## src/rtl/file_write_arbiter.sv

```systemverilog
// Round-robin arbiter for the single write port of the register file, with a
// zero-clearing sweep after reset or init. Optional stall counter: FILE_WRITE_ARBITER_STALL_CNT_EN.
module file_write_arbiter #(
    parameter int NUM_REQ    = 4,
    parameter int ADDR_WIDTH = 8,
    parameter int DATA_WIDTH = 32,
    parameter int MEM_DEPTH  = 256
) (
    input  logic                           clk,
    input  logic                           reset,
    input  logic [NUM_REQ-1:0]             req_valid_in,
    input  logic [NUM_REQ*ADDR_WIDTH-1:0]  req_addr_in,
    input  logic [NUM_REQ*DATA_WIDTH-1:0]  req_data_in,
    output logic [NUM_REQ-1:0]             req_ready_out,
    input  logic                           init_in,
    output logic                           busy_out,
    output logic [$clog2(NUM_REQ)-1:0]     grant_id_out,
    output logic [ADDR_WIDTH-1:0]          write_addr_out,
    output logic                           write_out,
    output logic [DATA_WIDTH-1:0]          write_data_out,
    output logic [15:0]                    stall_count_out,
    input  logic                           debugen_in
);

    localparam int IDW = $clog2(NUM_REQ);
    localparam logic [ADDR_WIDTH-1:0] LAST_ADDR = ADDR_WIDTH'(MEM_DEPTH - 1);

    typedef enum logic {CLEAR, ARB} state_e;

    state_e                state_q, state_d;
    logic [ADDR_WIDTH-1:0] clr_addr_q, clr_addr_d;
    logic [IDW-1:0]        rr_ptr_q, rr_ptr_d;
    logic                  write_q, write_d;
    logic [ADDR_WIDTH-1:0] waddr_q, waddr_d;
    logic [DATA_WIDTH-1:0] wdata_q, wdata_d;
    logic [IDW-1:0]        grant_id_q, grant_id_d;

    logic                  found;
    logic                  grant_ok;
    logic [IDW-1:0]        grant_idx;
    logic [IDW-1:0]        idx;
    logic [NUM_REQ-1:0]    grant_oh;
    logic [ADDR_WIDTH-1:0] sel_addr;
    logic [DATA_WIDTH-1:0] sel_data;

    // Search starts at rr_ptr and wraps; NUM_REQ is a power of two so IDW-bit addition wraps for free.
    always_comb begin
        // NOTE: every combinational output gets a default first so no path leaves it unassigned (no latch).
        found     = 1'b0;
        grant_idx = '0;
        idx       = '0;
        grant_oh  = '0;
        sel_addr  = '0;
        sel_data  = '0;
        for (int off = 0; off < NUM_REQ; off++) begin
            idx = rr_ptr_q + IDW'(off);
            if (!found && req_valid_in[idx]) begin
                found     = 1'b1;
                grant_idx = idx;
            end
        end
        grant_ok = found && (state_q == ARB) && !init_in;
        if (grant_ok) grant_oh[grant_idx] = 1'b1;
        for (int i = 0; i < NUM_REQ; i++) begin
            if (grant_oh[i]) begin
                sel_addr = req_addr_in[i*ADDR_WIDTH +: ADDR_WIDTH];
                sel_data = req_data_in[i*DATA_WIDTH +: DATA_WIDTH];
            end
        end
    end

    always_comb begin
        state_d    = state_q;
        clr_addr_d = clr_addr_q;
        rr_ptr_d   = rr_ptr_q;
        write_d    = 1'b0;
        waddr_d    = waddr_q;
        wdata_d    = wdata_q;
        grant_id_d = grant_id_q;
        unique case (state_q)
            CLEAR: begin
                write_d = 1'b1;
                waddr_d = clr_addr_q;
                wdata_d = '0;
                if (init_in) begin
                    clr_addr_d = '0;
                end else begin
                    clr_addr_d = clr_addr_q + ADDR_WIDTH'(1);
                    if (clr_addr_q == LAST_ADDR) state_d = ARB;
                end
            end
            ARB: begin
                if (init_in) begin
                    state_d    = CLEAR;
                    clr_addr_d = '0;
                end else if (grant_ok) begin
                    write_d    = 1'b1;
                    waddr_d    = sel_addr;
                    wdata_d    = sel_data;
                    grant_id_d = grant_idx;
                    rr_ptr_d   = grant_idx + IDW'(1);
                end
            end
            default: state_d = CLEAR;
        endcase
    end

    always_ff @(posedge clk or negedge reset) begin
        if (!reset) begin
            state_q    <= CLEAR;
            clr_addr_q <= '0;
            rr_ptr_q   <= '0;
            write_q    <= 1'b0;
            waddr_q    <= '0;
            wdata_q    <= '0;
            grant_id_q <= '0;
        end else begin
            // NOTE: sequential state uses non-blocking assignments so every flop samples pre-edge values.
            state_q    <= state_d;
            clr_addr_q <= clr_addr_d;
            rr_ptr_q   <= rr_ptr_d;
            write_q    <= write_d;
            waddr_q    <= waddr_d;
            wdata_q    <= wdata_d;
            grant_id_q <= grant_id_d;
        end
    end

    assign req_ready_out  = grant_oh;
    assign busy_out       = (state_q == CLEAR);
    assign grant_id_out   = grant_id_q;
    assign write_out      = write_q;
    assign write_addr_out = waddr_q;
    assign write_data_out = wdata_q;

`ifdef FILE_WRITE_ARBITER_STALL_CNT_EN
    logic [15:0] stall_q, stall_d;

    // One count per ARB cycle in which any valid requester is left waiting; saturates.
    always_comb begin
        stall_d = stall_q;
        if (init_in)
            stall_d = '0;
        else if ((state_q == ARB) && |(req_valid_in & ~req_ready_out) && (stall_q != 16'hFFFF))
            stall_d = stall_q + 16'd1;
    end

    always_ff @(posedge clk or negedge reset) begin
        if (!reset) stall_q <= '0;
        else        stall_q <= stall_d;
    end

    assign stall_count_out = stall_q;
`else
    assign stall_count_out = '0;
`endif

`ifndef SYNTHESIS
    always @(posedge clk) begin
        if (debugen_in)
            $write("%0t state=%s valid=%b ready=%b wr=%b addr=%h data=%h\n", $time,
                   state_q.name(), req_valid_in, req_ready_out, write_q, waddr_q, wdata_q);
    end
`endif

endmodule

```

## config.mk

```make
export PLATFORM = sky130hd
export DESIGN_NAME = file_write_arbiter
export DESIGN_NICKNAME = d
export VERILOG_FILES = /design/src/rtl/file_write_arbiter.sv
export SDC_FILE = /design/constraint.sdc
export NUM_CORES = 1
export LEC_CHECK = 0
export ABC_AREA = 1
export BUFFER_PORTS_ARGS = -buffer_cell sky130_fd_sc_hd__buf_4
export CAP_MARGIN = 10
export CORE_AREA = 4 4 111 113
export DETAILED_ROUTE_END_ITERATION = 8
export DIE_AREA = 0 0 115 117
export HOLD_SLACK_MARGIN = 0.02
export PLACE_DENSITY_LB_ADDON = 0.05
export SLEW_MARGIN = 20
export SYNTH_ARGS = -nofsm -noshare
export SYNTH_HDL_FRONTEND = slang
export SYNTH_SLANG_ARGS = --single-unit
```

## constraint.sdc

```tcl
create_clock -name clk -period 3.15 [get_ports clk]
set_clock_uncertainty 0.2 [all_clocks]
set_input_delay 0.315 -clock clk [delete_from_list [all_inputs] [get_ports clk]]
set_output_delay 0.315 -clock clk [all_outputs]
set_load 0.05 [all_outputs]
```

==> impl_metrics.prom, run 1 <==
# TYPE chip_impl_metric gauge
chip_impl_metric{name="grt_pass1_vias",unit=""} 5011
chip_impl_metric{name="design.core.area",unit="um2"} 11320
chip_impl_info{name="layout_commonest_cell",value="sky130_fd_sc_hd__nand2_1"} 1
chip_impl_metric{name="fp.dieH",unit="um"} 117
chip_impl_info{name="outcome",value="complete, no violations"} 1
chip_impl_metric{name="final_min_period_over_clock_period",unit="%"} 96.14
chip_impl_metric{name="multiInputGateArea",unit="um2"} 2870
chip_impl_metric{name="utilization",unit="%"} 60.27
chip_impl_info{name="rsz0062_at_grt",value="yes"} 1
chip_impl_metric{name="maxCapViolations",unit=""} 0
chip_impl_metric{name="finalCriticalPeriod",unit="ns"} 3.028
chip_impl_info{name="worst_path_max_delay_cell",value="sky130_fd_sc_hd__dfrtp_2"} 1
chip_impl_metric{name="postSynthAreaPerCell",unit="um2"} 6.036
chip_impl_metric{name="detail_route.first_pass.iterations",unit=""} 5
chip_impl_metric{name="wl",unit="um"} 15950
chip_impl_metric{name="timing.critical_path.fanout_max",unit=""} 22
chip_impl_metric{name="timing.critical_path.slowest_cell_delay",unit="ns"} 0.48
chip_impl_metric{name="num_antenna_cells",unit=""} 0
chip_impl_metric{name="hold_vio_cnt_final",unit=""} 0
chip_impl_metric{name="cts_max_level",unit=""} 2
chip_impl_metric{name="ir_drop",unit="mV"} 0.7340
chip_impl_metric{name="max_slew_margin",unit="%"} 52.01
chip_impl_metric{name="max_slew.worst_pin.slew",unit="ns"} 0.7198
chip_impl_metric{name="detailedRoute.firstIterationViolations",unit=""} 365
chip_impl_metric{name="via_per_inst",unit=""} 4.874
chip_impl_metric{name="final_net_count",unit=""} 1180
chip_impl_metric{name="numPortBuffers",unit=""} 214
chip_impl_metric{name="via_count",unit=""} 5605
chip_impl_metric{name="grt_first_pass_wirelength",unit="um"} 24920
chip_impl_metric{name="synth_warnings",unit=""} 0
chip_impl_metric{name="detailedPlacementHpwl",unit="um"} 11140
chip_impl_metric{name="postLayoutCellArea",unit="um2"} 6823
chip_impl_metric{name="die_area",unit="um2"} 13460
chip_impl_metric{name="clock-sinks",unit=""} 54
chip_impl_metric{name="post_dp_cell_area",unit="um2"} 6604
chip_impl_metric{name="area.sequential",unit="um2"} 1354
chip_impl_metric{name="fmax",unit="MHz"} 330.2
chip_impl_metric{name="grtUsageMet1",unit="%"} 29.81
chip_impl_metric{name="timing.final.max_slew_violations",unit=""} 0
chip_impl_metric{name="yosysSeqAreaShare",unit="%"} 26.81
chip_impl_info{name="cts_tree",value="built"} 1
chip_impl_metric{name="row_count",unit=""} 39
chip_impl_metric{name="synth.distinct_cells",unit=""} 34
chip_impl_metric{name="worstPathRequired",unit="ns"} 2.63
chip_impl_metric{name="leakage",unit="nW"} 4.081
chip_impl_metric{name="post_drt_wl_per_cell",unit="um"} 13.87
chip_impl_info{name="crit_type",value="flop to primary output"} 1
chip_impl_metric{name="overall_global_routing_resource_usage",unit="%"} 23.14
chip_impl_metric{name="layout-drive-gt1-share",unit="%"} 26.12
chip_impl_metric{name="grt.met2_usage",unit="%"} 38.97
chip_impl_info{name="cts_root_buffer",value="sky130_fd_sc_hd__clkbuf_16"} 1
chip_impl_metric{name="initial_utilization",unit="%"} 44.52
chip_impl_info{name="hp-class",value="input port to flop"} 1
chip_impl_metric{name="setup_viol_count_final",unit=""} 0
chip_impl_metric{name="mappedNetlistArea",unit="um2"} 5040
chip_impl_metric{name="antenna_found_initial",unit=""} 0
chip_impl_metric{name="met3_usage",unit="%"} 6.272
chip_impl_info{name="final_cell_mix",value="sky130_fd_sc_hd__nand2_1, sky130_fd_sc_hd__buf_4, sky130_fd_sc_hd__nand4_1"} 1
chip_impl_info{name="start_kind",value="flop"} 1
chip_impl_info{name="top_usage_layer",value="met2"} 1
chip_impl_info{name="timing.critical_path.cells",value="inv_6, nand2_1, nand3_1, nand2_1, o21bai_1, or2_2, nand3_2, inv_1, ha_4, nand2_8, inv_1, buf_4"} 1
chip_impl_info{name="critPathCaptureType",value="primary output"} 1
chip_impl_metric{name="drtAntennaViolNets",unit=""} 0
chip_impl_metric{name="gp_congestion",unit=""} 0.8640
chip_impl_metric{name="io_pins",unit=""} 232
chip_impl_metric{name="dieWidth",unit="um"} 115
chip_impl_metric{name="globalRouteOverflowTotal",unit=""} 0
chip_impl_metric{name="synthCells",unit=""} 835
chip_impl_metric{name="drcViolationCount",unit=""} 0
chip_impl_metric{name="grt_start_max_net_pins",unit=""} 122
chip_impl_metric{name="clkSlewWorstSetupHoldPaths",unit="ns"} 0.07
chip_impl_metric{name="fillCellCount",unit=""} 1147
chip_impl_metric{name="synthToLayoutAreaGrowth",unit="%"} 35.38
chip_impl_metric{name="synth.ff_latch_count",unit=""} 54
chip_impl_metric{name="p_per_area",unit="nW/um2"} 508.9
chip_impl_metric{name="max-clock-path-buffers",unit=""} 2
chip_impl_metric{name="clock_insertion_delay_worst_skew",unit="ns"} 0.29
chip_impl_metric{name="number_of_buffers_created_by_cts",unit=""} 5
chip_impl_metric{name="worstPathArrival",unit="ns"} 2.51
==> critical path, delay by kind of cell (launching register included) <==
kind                     cells  cell delay [ns]
AND/OR/NAND/NOR              6             0.85
buffers and inverters        4             0.47
AO/OA/AOI/OAI                1             0.19
flip-flops                   1             0.48
adder cells (fa/ha/maj)      1             0.22
==> final cells by class <==
type | instances | share of cell area [%]
multi-input cells | 602 | 42.07
repair buffers | 229 | 26.52
flip-flops and latches | 54 | 19.84
inverters | 115 | 6.474
well taps | 143 | 2.622
clock buffers | 6 | 2.036
clock inverters | 1 | 0.4401
==> logic make-up after synthesis <==
kind of cell	Yosys count	synth area share [%]
fa+ha+maj	5	1.241
buf+inv	195	18.35
compound gates	25	2.706
simple gates	555	50.82
flops	54	26.81
other cells	1	0.07441
==> flip-flops by register name, summed over array words and instances, names as in the netlist <==
signal,flops
state_q,1
clr_addr_q,8
write_addr_out,8
rr_ptr_q,2
write_data_out,32
grant_id_out,2
write_out,1
==> worst paths after layout <==
kind	cells past startpoint	slack, ns	startpoint	endpoint
max reg2reg	17	0.32	rr_ptr_q[0]	write_data_out[22]
min reg2reg	1	0.28	clr_addr_q[7]	clr_addr_q[7]
max	12	0.12	rr_ptr_q[0]	req_ready_out[3]
min in group asynchronous	2	0.42	reset	rr_ptr_q[1]
max in group asynchronous	2	1.84	reset	rr_ptr_q[0]
min	2	0.05	init_in	state_q
==> stage by stage <==
step / cells / power [mW] / setup WS, ns / hold slack, ns / TNS [ns]
6_report: 1150 / 3.472 / 0.1216 / 0.04692 / 0
5_1_grt: 1150 / 3.718 / -0.03158 / 0.06736 / -0.03158
4_1_cts: 1150 / 3.437 / 0.01781 / 0.03829 / 0
3_5_place_dp: 1141 / 2.759 / 0.1828 / 0.2157 / 0
3_3_place_gp: 1141 / 2.754 / 0.2004 / 0.2293 / 0
2_1_floorplan: 850 / 2.104 / 0.006067 / -0.1806 / 0
==> cells in the mapped netlist, drive strengths merged <==
library cell / count / area [um2]
nand2: 320 / 1242
nand4: 122 / 763.2
inv: 98 / 377.9
nor2: 69 / 274.0
buf: 57 / 396.6
dfrtp: 54 / 1351
or2: 32 / 200.2
clkbuf: 23 / 86.33
clkinv: 17 / 63.81
o21ai: 17 / 85.08
nand3: 10 / 67.57
ha: 5 / 62.56
a21oi: 4 / 20.02
a32oi: 1 / 8.760
and2: 1 / 8.760
conb: 1 / 3.750
nor3: 1 / 5.000
o21a: 1 / 7.510
o21bai: 1 / 7.510
o31ai: 1 / 7.510
==> power by group <==
| part | switching, mW | leakage (nW) | internal, mW |
|---|---|---|---|
| logic | 1.40 | 3.26 | 0.680 |
| clock network | 0.245 | 0.0829 | 0.393 |
| registers | 0.0343 | 0.736 | 0.719 |
==> per-layer routing <==
| metal | vias to the layer above | part of all wire (%) |
|---|---|---|
| met5 | - | 0 |
| met4 | 0 | 1.5 |
| met3 | 17 | 8.5 |
| met2 | 170 | 48 |
| met1 | 2477 | 42 |
| li1 | 2941 | - |
==> what timing repair did <==
action | CTS | global route
hold endpoints to repair | 54 | 0
gates resized for setup | 2 | 4
setup endpoints to repair | 1 | 15
pin swaps | 1 | 0
buffers inserted | 0 | 0
hold buffers | 1 | 0
gates cloned | 1 | 0
Note: power is estimated with default switching activity, not from simulation.
==> inputs of run 2 (changes only) <==
REMOVE_ABC_BUFFERS = 1   (was default)
==> run 2 against run 1 <==
  * Global-route usage fell by 0.86 points
  * Die area is the same
  * Worst hold slack worse by 0.0069 ns
  * Non-clock buffer count is 1 higher
  * Final area rose by 0.50%
  * Clock-buffer cell count fell by 1
  * Fmax up 0.27%
  * Combinational power rose by 7%
  * Largest cell class unchanged
  * Largest power group unchanged
==> impl_metrics.prom, run 2 (same netlist as run 1, synthesis figures left out) <==
# TYPE chip_impl_metric gauge
chip_impl_metric{name="num_antenna_cells",unit=""} 0
chip_impl_metric{name="via_per_inst",unit=""} 4.897
chip_impl_info{name="start_kind",value="flop"} 1
chip_impl_metric{name="detailedPlacementHpwl",unit="um"} 11100
chip_impl_info{name="layout_commonest_cell",value="sky130_fd_sc_hd__nand2_1"} 1
chip_impl_metric{name="final_net_count",unit=""} 1181
chip_impl_metric{name="fp.dieH",unit="um"} 117
chip_impl_metric{name="detailedPlace.worstSlack",unit="ns"} 0.1720
chip_impl_metric{name="post_drt_wl_per_cell",unit="um"} 14.22
chip_impl_metric{name="clock_insertion_delay_worst_skew",unit="ns"} 0.29
chip_impl_metric{name="drtAntennaViolNets",unit=""} 0
chip_impl_info{name="worst_path_max_delay_cell",value="sky130_fd_sc_hd__dfrtp_2"} 1
chip_impl_metric{name="fillCellCount",unit=""} 1158
chip_impl_info{name="top_usage_layer",value="met2"} 1
chip_impl_metric{name="timing.final.max_slew_violations",unit=""} 0
chip_impl_metric{name="clkSlewWorstSetupHoldPaths",unit="ns"} 0.08
chip_impl_metric{name="setup-tns-final",unit="ns"} 0
chip_impl_metric{name="number_of_buffers_created_by_cts",unit=""} 5
chip_impl_metric{name="max_slew.worst_pin.slew",unit="ns"} 0.7244
chip_impl_metric{name="timing.critical_path.slowest_cell_delay",unit="ns"} 0.47
chip_impl_info{name="crit_type",value="flop to primary output"} 1
chip_impl_metric{name="synthToLayoutAreaGrowth",unit="%"} 36.05
chip_impl_metric{name="antenna_found_initial",unit=""} 0
chip_impl_metric{name="worstPathArrival",unit="ns"} 2.51
chip_impl_metric{name="ir_drop",unit="mV"} 0.7714
chip_impl_metric{name="max-clock-path-buffers",unit=""} 2
chip_impl_metric{name="timing.critical_path.fanout_max",unit=""} 17
chip_impl_metric{name="dieWidth",unit="um"} 115
chip_impl_metric{name="gp_congestion",unit=""} 0.8237
chip_impl_metric{name="grt.met2_usage",unit="%"} 38.97
chip_impl_metric{name="max_slew_margin",unit="%"} 51.71
chip_impl_metric{name="detailedRoute.firstIterationViolations",unit=""} 294
chip_impl_metric{name="final_min_period_over_clock_period",unit="%"} 95.88
chip_impl_metric{name="r2r_slack",unit="ns"} 0.32
chip_impl_metric{name="leakage",unit="nW"} 4.088
chip_impl_metric{name="maxCapViolations",unit=""} 0
chip_impl_metric{name="cts_max_level",unit=""} 2
chip_impl_metric{name="die_area",unit="um2"} 13460
chip_impl_metric{name="hold_vio_cnt_final",unit=""} 0
chip_impl_info{name="outcome",value="complete, no violations"} 1
chip_impl_metric{name="overall_global_routing_resource_usage",unit="%"} 22.28
chip_impl_metric{name="grt_first_pass_wirelength",unit="um"} 24340
chip_impl_metric{name="clock-sinks",unit=""} 54
chip_impl_info{name="timing.critical_path.mode_cell",value="sky130_fd_sc_hd__nand2_1"} 1
chip_impl_metric{name="design.core.area",unit="um2"} 11320
chip_impl_metric{name="drcViolationCount",unit=""} 0
chip_impl_info{name="timing.critical_path.cells",value="buf_2, nand2_1, nand2_1, nand2_1, nand2_2, a32oi_2, nand3_2, inv_1, ha_4, buf_12, inv_1, nor2_1, buf_6"} 1
chip_impl_info{name="cts_root_buffer",value="sky130_fd_sc_hd__clkbuf_16"} 1
chip_impl_info{name="rsz0062_at_grt",value="yes"} 1
chip_impl_info{name="final_cell_mix",value="sky130_fd_sc_hd__nand2_1, sky130_fd_sc_hd__buf_4, sky130_fd_sc_hd__nand4_1"} 1
chip_impl_metric{name="grt_start_max_net_pins",unit=""} 122
chip_impl_metric{name="via_count",unit=""} 5641
chip_impl_metric{name="layout-drive-gt1-share",unit="%"} 26.56
chip_impl_metric{name="row_count",unit=""} 39
chip_impl_metric{name="setup_viol_count_final",unit=""} 0
chip_impl_metric{name="largest_register_ff_count",unit=""} 32
chip_impl_metric{name="layout_setup_ws",unit="ns"} 0.1296
chip_impl_metric{name="wl",unit="um"} 16380
chip_impl_metric{name="numPortBuffers",unit=""} 214
chip_impl_metric{name="fmax",unit="MHz"} 331.1
chip_impl_info{name="hp-class",value="input port to flop"} 1
chip_impl_metric{name="met3_usage",unit="%"} 4.165
chip_impl_metric{name="io_pins",unit=""} 232
chip_impl_info{name="cts_tree",value="built"} 1
chip_impl_metric{name="detail_route.first_pass.iterations",unit=""} 5
chip_impl_metric{name="initial_utilization",unit="%"} 44.52
chip_impl_metric{name="globalRouteOverflowTotal",unit=""} 0
chip_impl_metric{name="grtUsageMet1",unit="%"} 28.78
chip_impl_metric{name="p_per_area",unit="nW/um2"} 527.8
chip_impl_metric{name="finalCriticalPeriod",unit="ns"} 3.020
chip_impl_metric{name="grt_pass1_vias",unit=""} 4957
chip_impl_info{name="critPathCaptureType",value="primary output"} 1
chip_impl_metric{name="worstPathRequired",unit="ns"} 2.63
run 2: worst max-delay path, delay by kind of cell (launching register included):
kind	cells	cell delay, ns
fa+ha+maj	1	0.21
compound gates	1	0.19
buf+inv	5	0.72
simple gates	6	0.60
flops	1	0.47
run 2: path summary, 6_finish.rpt:
kind / from / to / cells after the start
worst max register to register: rr_ptr_q[0] / write_data_out[20] / 17
worst min-delay path: init_in / state_q / 2
worst min register to register: write_data_out[4] / write_data_out[4] / 2
min in group asynchronous: reset / write_addr_out[3] / 2
worst max-delay path: rr_ptr_q[0] / req_ready_out[1] / 13
max in group asynchronous: reset / rr_ptr_q[0] / 2
run 2: repair_timing:
action                     4_1_cts  5_1_grt
resized for setup                2       12
gates cloned                     0        2
setup buffers                    0        1
pin swaps                        0        1
hold buffers                     1        0
hold endpoints to repair        54        0
setup endpoints to repair        1       17
run 2: layout make-up:
| class | instances | area (um2) | area share (%) |
|---|---|---|---|
| Clock inverter | 3 | 45.04 | 0.6569 |
| Timing Repair Buffer | 230 | 1827 | 26.64 |
| Multi-Input combinational cell | 602 | 2885 | 42.08 |
| Clock buffer | 5 | 125.1 | 1.825 |
| Sequential cell | 54 | 1354 | 19.74 |
| Inverter | 115 | 441.7 | 6.442 |
| Tap cell | 143 | 178.9 | 2.609 |
run 2: power breakdown:
group          internal [mW]  switching, mW  total, mW
Clock                  0.376          0.265      0.640
Combinational          0.742           1.48       2.23
Sequential             0.718         0.0339      0.752
run 2: stage by stage:
stage	hold WS, ns	total power [mW]	util [%]	std cells	instance area [um2]
after floorplan	-0.1806	1.924	-	770	4613
after global placement	0.2269	2.754	58.11	1140	6579
after detailed placement	0.2279	2.757	58.11	1140	6579
after CTS	0.03476	3.406	59.75	1149	6764
after global routing	0.03826	3.832	60.57	1152	6857
final	0.04004	3.619	60.57	1152	6857
run 2: routing by layer:
metal  up-vias  wire length, um
li1       2942                -
met1      2513             7028
met2       170             7986
met3        16             1109
met4         0              259
met5         -                0
==> inputs of run 3 (changes only) <==
CORE_AREA = 4 4 108 110   (was 4 4 111 113)
DIE_AREA = 0 0 112 114   (was 0 0 115 117)
==> run 3 against run 2 <==
  * Final area rose by 0.60%
  * Critical endpoint unchanged
  * Largest cell class unchanged
  * Via count increased by 2.1%
  * Clock-buffer cell count unchanged
  * Combinational power increased by 11%
  * Clock power shrank 36%
  * Total power rose by 0.12%
  * Setup slack got worse by 0.081 ns
==> impl_metrics.prom, run 3 (same netlist as run 1, synthesis figures left out) <==
# TYPE chip_impl_metric gauge
chip_impl_metric{name="dp_cells",unit=""} 1139
chip_impl_metric{name="num_antenna_cells",unit=""} 0
chip_impl_metric{name="post_dp_cell_area",unit="um2"} 6578
chip_impl_metric{name="worstPathArrival",unit="ns"} 2.59
chip_impl_info{name="layout_commonest_cell",value="sky130_fd_sc_hd__nand2_1"} 1
chip_impl_metric{name="maxCapViolations",unit=""} 0
chip_impl_metric{name="p_per_area",unit="nW/um2"} 525.3
chip_impl_metric{name="initial_utilization",unit="%"} 47.11
chip_impl_metric{name="max_slew_margin",unit="%"} 50.41
chip_impl_metric{name="wl",unit="um"} 16770
chip_impl_metric{name="timing.critical_path.fanout_max",unit=""} 16
chip_impl_metric{name="layout_setup_ws",unit="ns"} 0.04839
chip_impl_metric{name="postLayoutCellArea",unit="um2"} 6898
chip_impl_metric{name="setup_viol_count_final",unit=""} 0
chip_impl_metric{name="final_min_period_over_clock_period",unit="%"} 98.46
chip_impl_metric{name="numPortBuffers",unit=""} 214
chip_impl_metric{name="leakage",unit="nW"} 4.128
chip_impl_metric{name="io_pins",unit=""} 232
chip_impl_metric{name="grt_first_pass_wirelength",unit="um"} 25120
chip_impl_metric{name="via_per_inst",unit=""} 4.964
chip_impl_metric{name="max_slew.worst_pin.slew",unit="ns"} 0.7438
chip_impl_metric{name="row_count",unit=""} 38
chip_impl_metric{name="ir_drop",unit="mV"} 0.4398
chip_impl_metric{name="dieWidth",unit="um"} 112
chip_impl_metric{name="cts_max_level",unit=""} 2
chip_impl_metric{name="clock_insertion_delay_worst_skew",unit="ns"} 0.31
chip_impl_info{name="cts_tree",value="built"} 1
chip_impl_metric{name="clkSlewWorstSetupHoldPaths",unit="ns"} 0.11
chip_impl_metric{name="setup-tns-final",unit="ns"} 0
chip_impl_metric{name="final_net_count",unit=""} 1192
chip_impl_metric{name="detailedRoute.firstIterationViolations",unit=""} 388
chip_impl_info{name="critPathCaptureType",value="primary output"} 1
chip_impl_metric{name="globalRouteOverflowTotal",unit=""} 0
chip_impl_info{name="final_cell_mix",value="sky130_fd_sc_hd__nand2_1, sky130_fd_sc_hd__buf_4, sky130_fd_sc_hd__nand4_1"} 1
chip_impl_info{name="hp-class",value="input port to flop"} 1
chip_impl_metric{name="post_drt_wl_per_cell",unit="um"} 14.46
chip_impl_metric{name="clock-sinks",unit=""} 54
chip_impl_metric{name="drcViolationCount",unit=""} 0
chip_impl_metric{name="layout-drive-gt1-share",unit="%"} 27.06
chip_impl_metric{name="gp_congestion",unit=""} 0.8042
chip_impl_metric{name="drtAntennaViolNets",unit=""} 0
chip_impl_metric{name="number_of_buffers_created_by_cts",unit=""} 5
chip_impl_metric{name="die_area",unit="um2"} 12770
chip_impl_info{name="outcome",value="complete, no violations"} 1
chip_impl_metric{name="largest_register_ff_count",unit=""} 32
chip_impl_metric{name="finalCriticalPeriod",unit="ns"} 3.102
chip_impl_metric{name="timing.final.max_slew_violations",unit=""} 0
chip_impl_info{name="crit_type",value="flop to primary output"} 1
chip_impl_metric{name="grt_pass1_vias",unit=""} 5084
chip_impl_metric{name="max-clock-path-buffers",unit=""} 2
chip_impl_metric{name="detail_route.first_pass.iterations",unit=""} 4
chip_impl_metric{name="fp.dieH",unit="um"} 114
chip_impl_info{name="start_kind",value="flop"} 1
chip_impl_metric{name="worstPathRequired",unit="ns"} 2.63
chip_impl_metric{name="hold_vio_cnt_final",unit=""} 0
chip_impl_metric{name="detailedPlace.worstSlack",unit="ns"} 0.2496
chip_impl_metric{name="design.core.area",unit="um2"} 10700
chip_impl_metric{name="layoutNonFillerInstCount",unit=""} 1160
chip_impl_metric{name="detailedPlacementHpwl",unit="um"} 11050
chip_impl_metric{name="synthToLayoutAreaGrowth",unit="%"} 36.87
chip_impl_metric{name="fmax",unit="MHz"} 322.4
chip_impl_info{name="cts_root_buffer",value="sky130_fd_sc_hd__clkbuf_8"} 1
chip_impl_metric{name="via_count",unit=""} 5758
chip_impl_metric{name="grt_start_max_net_pins",unit=""} 122
chip_impl_metric{name="antenna_found_initial",unit=""} 0
chip_impl_metric{name="overall_global_routing_resource_usage",unit="%"} 23.95
==> run 3: final timing paths <==
path	from	endpoint	slack, ns	depth (start not counted)
hold / removal	req_data_in[127]	write_data_out[31]	0.07	4
setup reg to reg	rr_ptr_q[0]	write_data_out[28]	0.19	18
max in group asynchronous	reset	write_data_out[1]	1.85	2
min in group asynchronous	reset	grant_id_out[0]	0.39	2
setup / recovery	rr_ptr_q[0]	req_ready_out[1]	0.05	13
hold reg to reg	clr_addr_q[7]	clr_addr_q[7]	0.27	1
==> run 3: critical path, stage by stage, from the launching register on <==
cell	delay, ns
sky130_fd_sc_hd__dfrtp_2	0.46
sky130_fd_sc_hd__dlymetal6s2s_1	0.19
sky130_fd_sc_hd__nand2_1	0.09
sky130_fd_sc_hd__nand2_2	0.07
sky130_fd_sc_hd__nand2_1	0.08
sky130_fd_sc_hd__nand2_2	0.08
sky130_fd_sc_hd__a32oi_1	0.27
sky130_fd_sc_hd__nand3_2	0.19
sky130_fd_sc_hd__inv_2	0.16
sky130_fd_sc_hd__ha_4	0.17
sky130_fd_sc_hd__buf_12	0.16
sky130_fd_sc_hd__inv_1	0.05
sky130_fd_sc_hd__nor2_1	0.13
sky130_fd_sc_hd__buf_6	0.18
==> run 3: per-stage QoR <==
stage               utilization [%]  hold slack, ns  total power, mW
finish                        64.48         0.07240            3.624
detailed placement            61.49          0.2203            2.718
floorplan                         -         -0.1806            1.924
global placement              61.49          0.2241            2.712
CTS                           62.76         0.06383            3.166
global route                  64.48         0.06643            3.830
==> run 3: layout make-up <==
type | instances | area, um2
sequential | 54 | 1354
tap | 140 | 175.2
clock inverter | 3 | 21.27
inverter | 115 | 441.7
timing repair buffer | 240 | 1926
fill | 1054 | 3800
clock buffer | 5 | 68.82
multi-input combinational | 603 | 2912
==> run 3: where the power goes <==
part	switching [mW]	internal (mW)
Combinational	1.61	0.857
Clock	0.250	0.157
Sequential	0.0311	0.718
Total	1.89	1.73
==> run 3: timing repair <==
action	CTS	global route
pin swaps	1	3
setup buffers	0	7
resized for setup	2	12
cloned	2	2
endpoints found under the hold margin	55	0
hold buffers	2	0
setup endpoints to repair	3	4
==> run 3: layer usage <==
layer | track usage [%] | share of wire, % | up-vias
met3 | 6.844 | 8.3 | 24
met4 | 7.452 | 2.4 | 0
met1 | 30.06 | 41 | 2585
li1 | - | - | 2963
met2 | 40.13 | 48 | 186
met5 | 0 | 0 | -
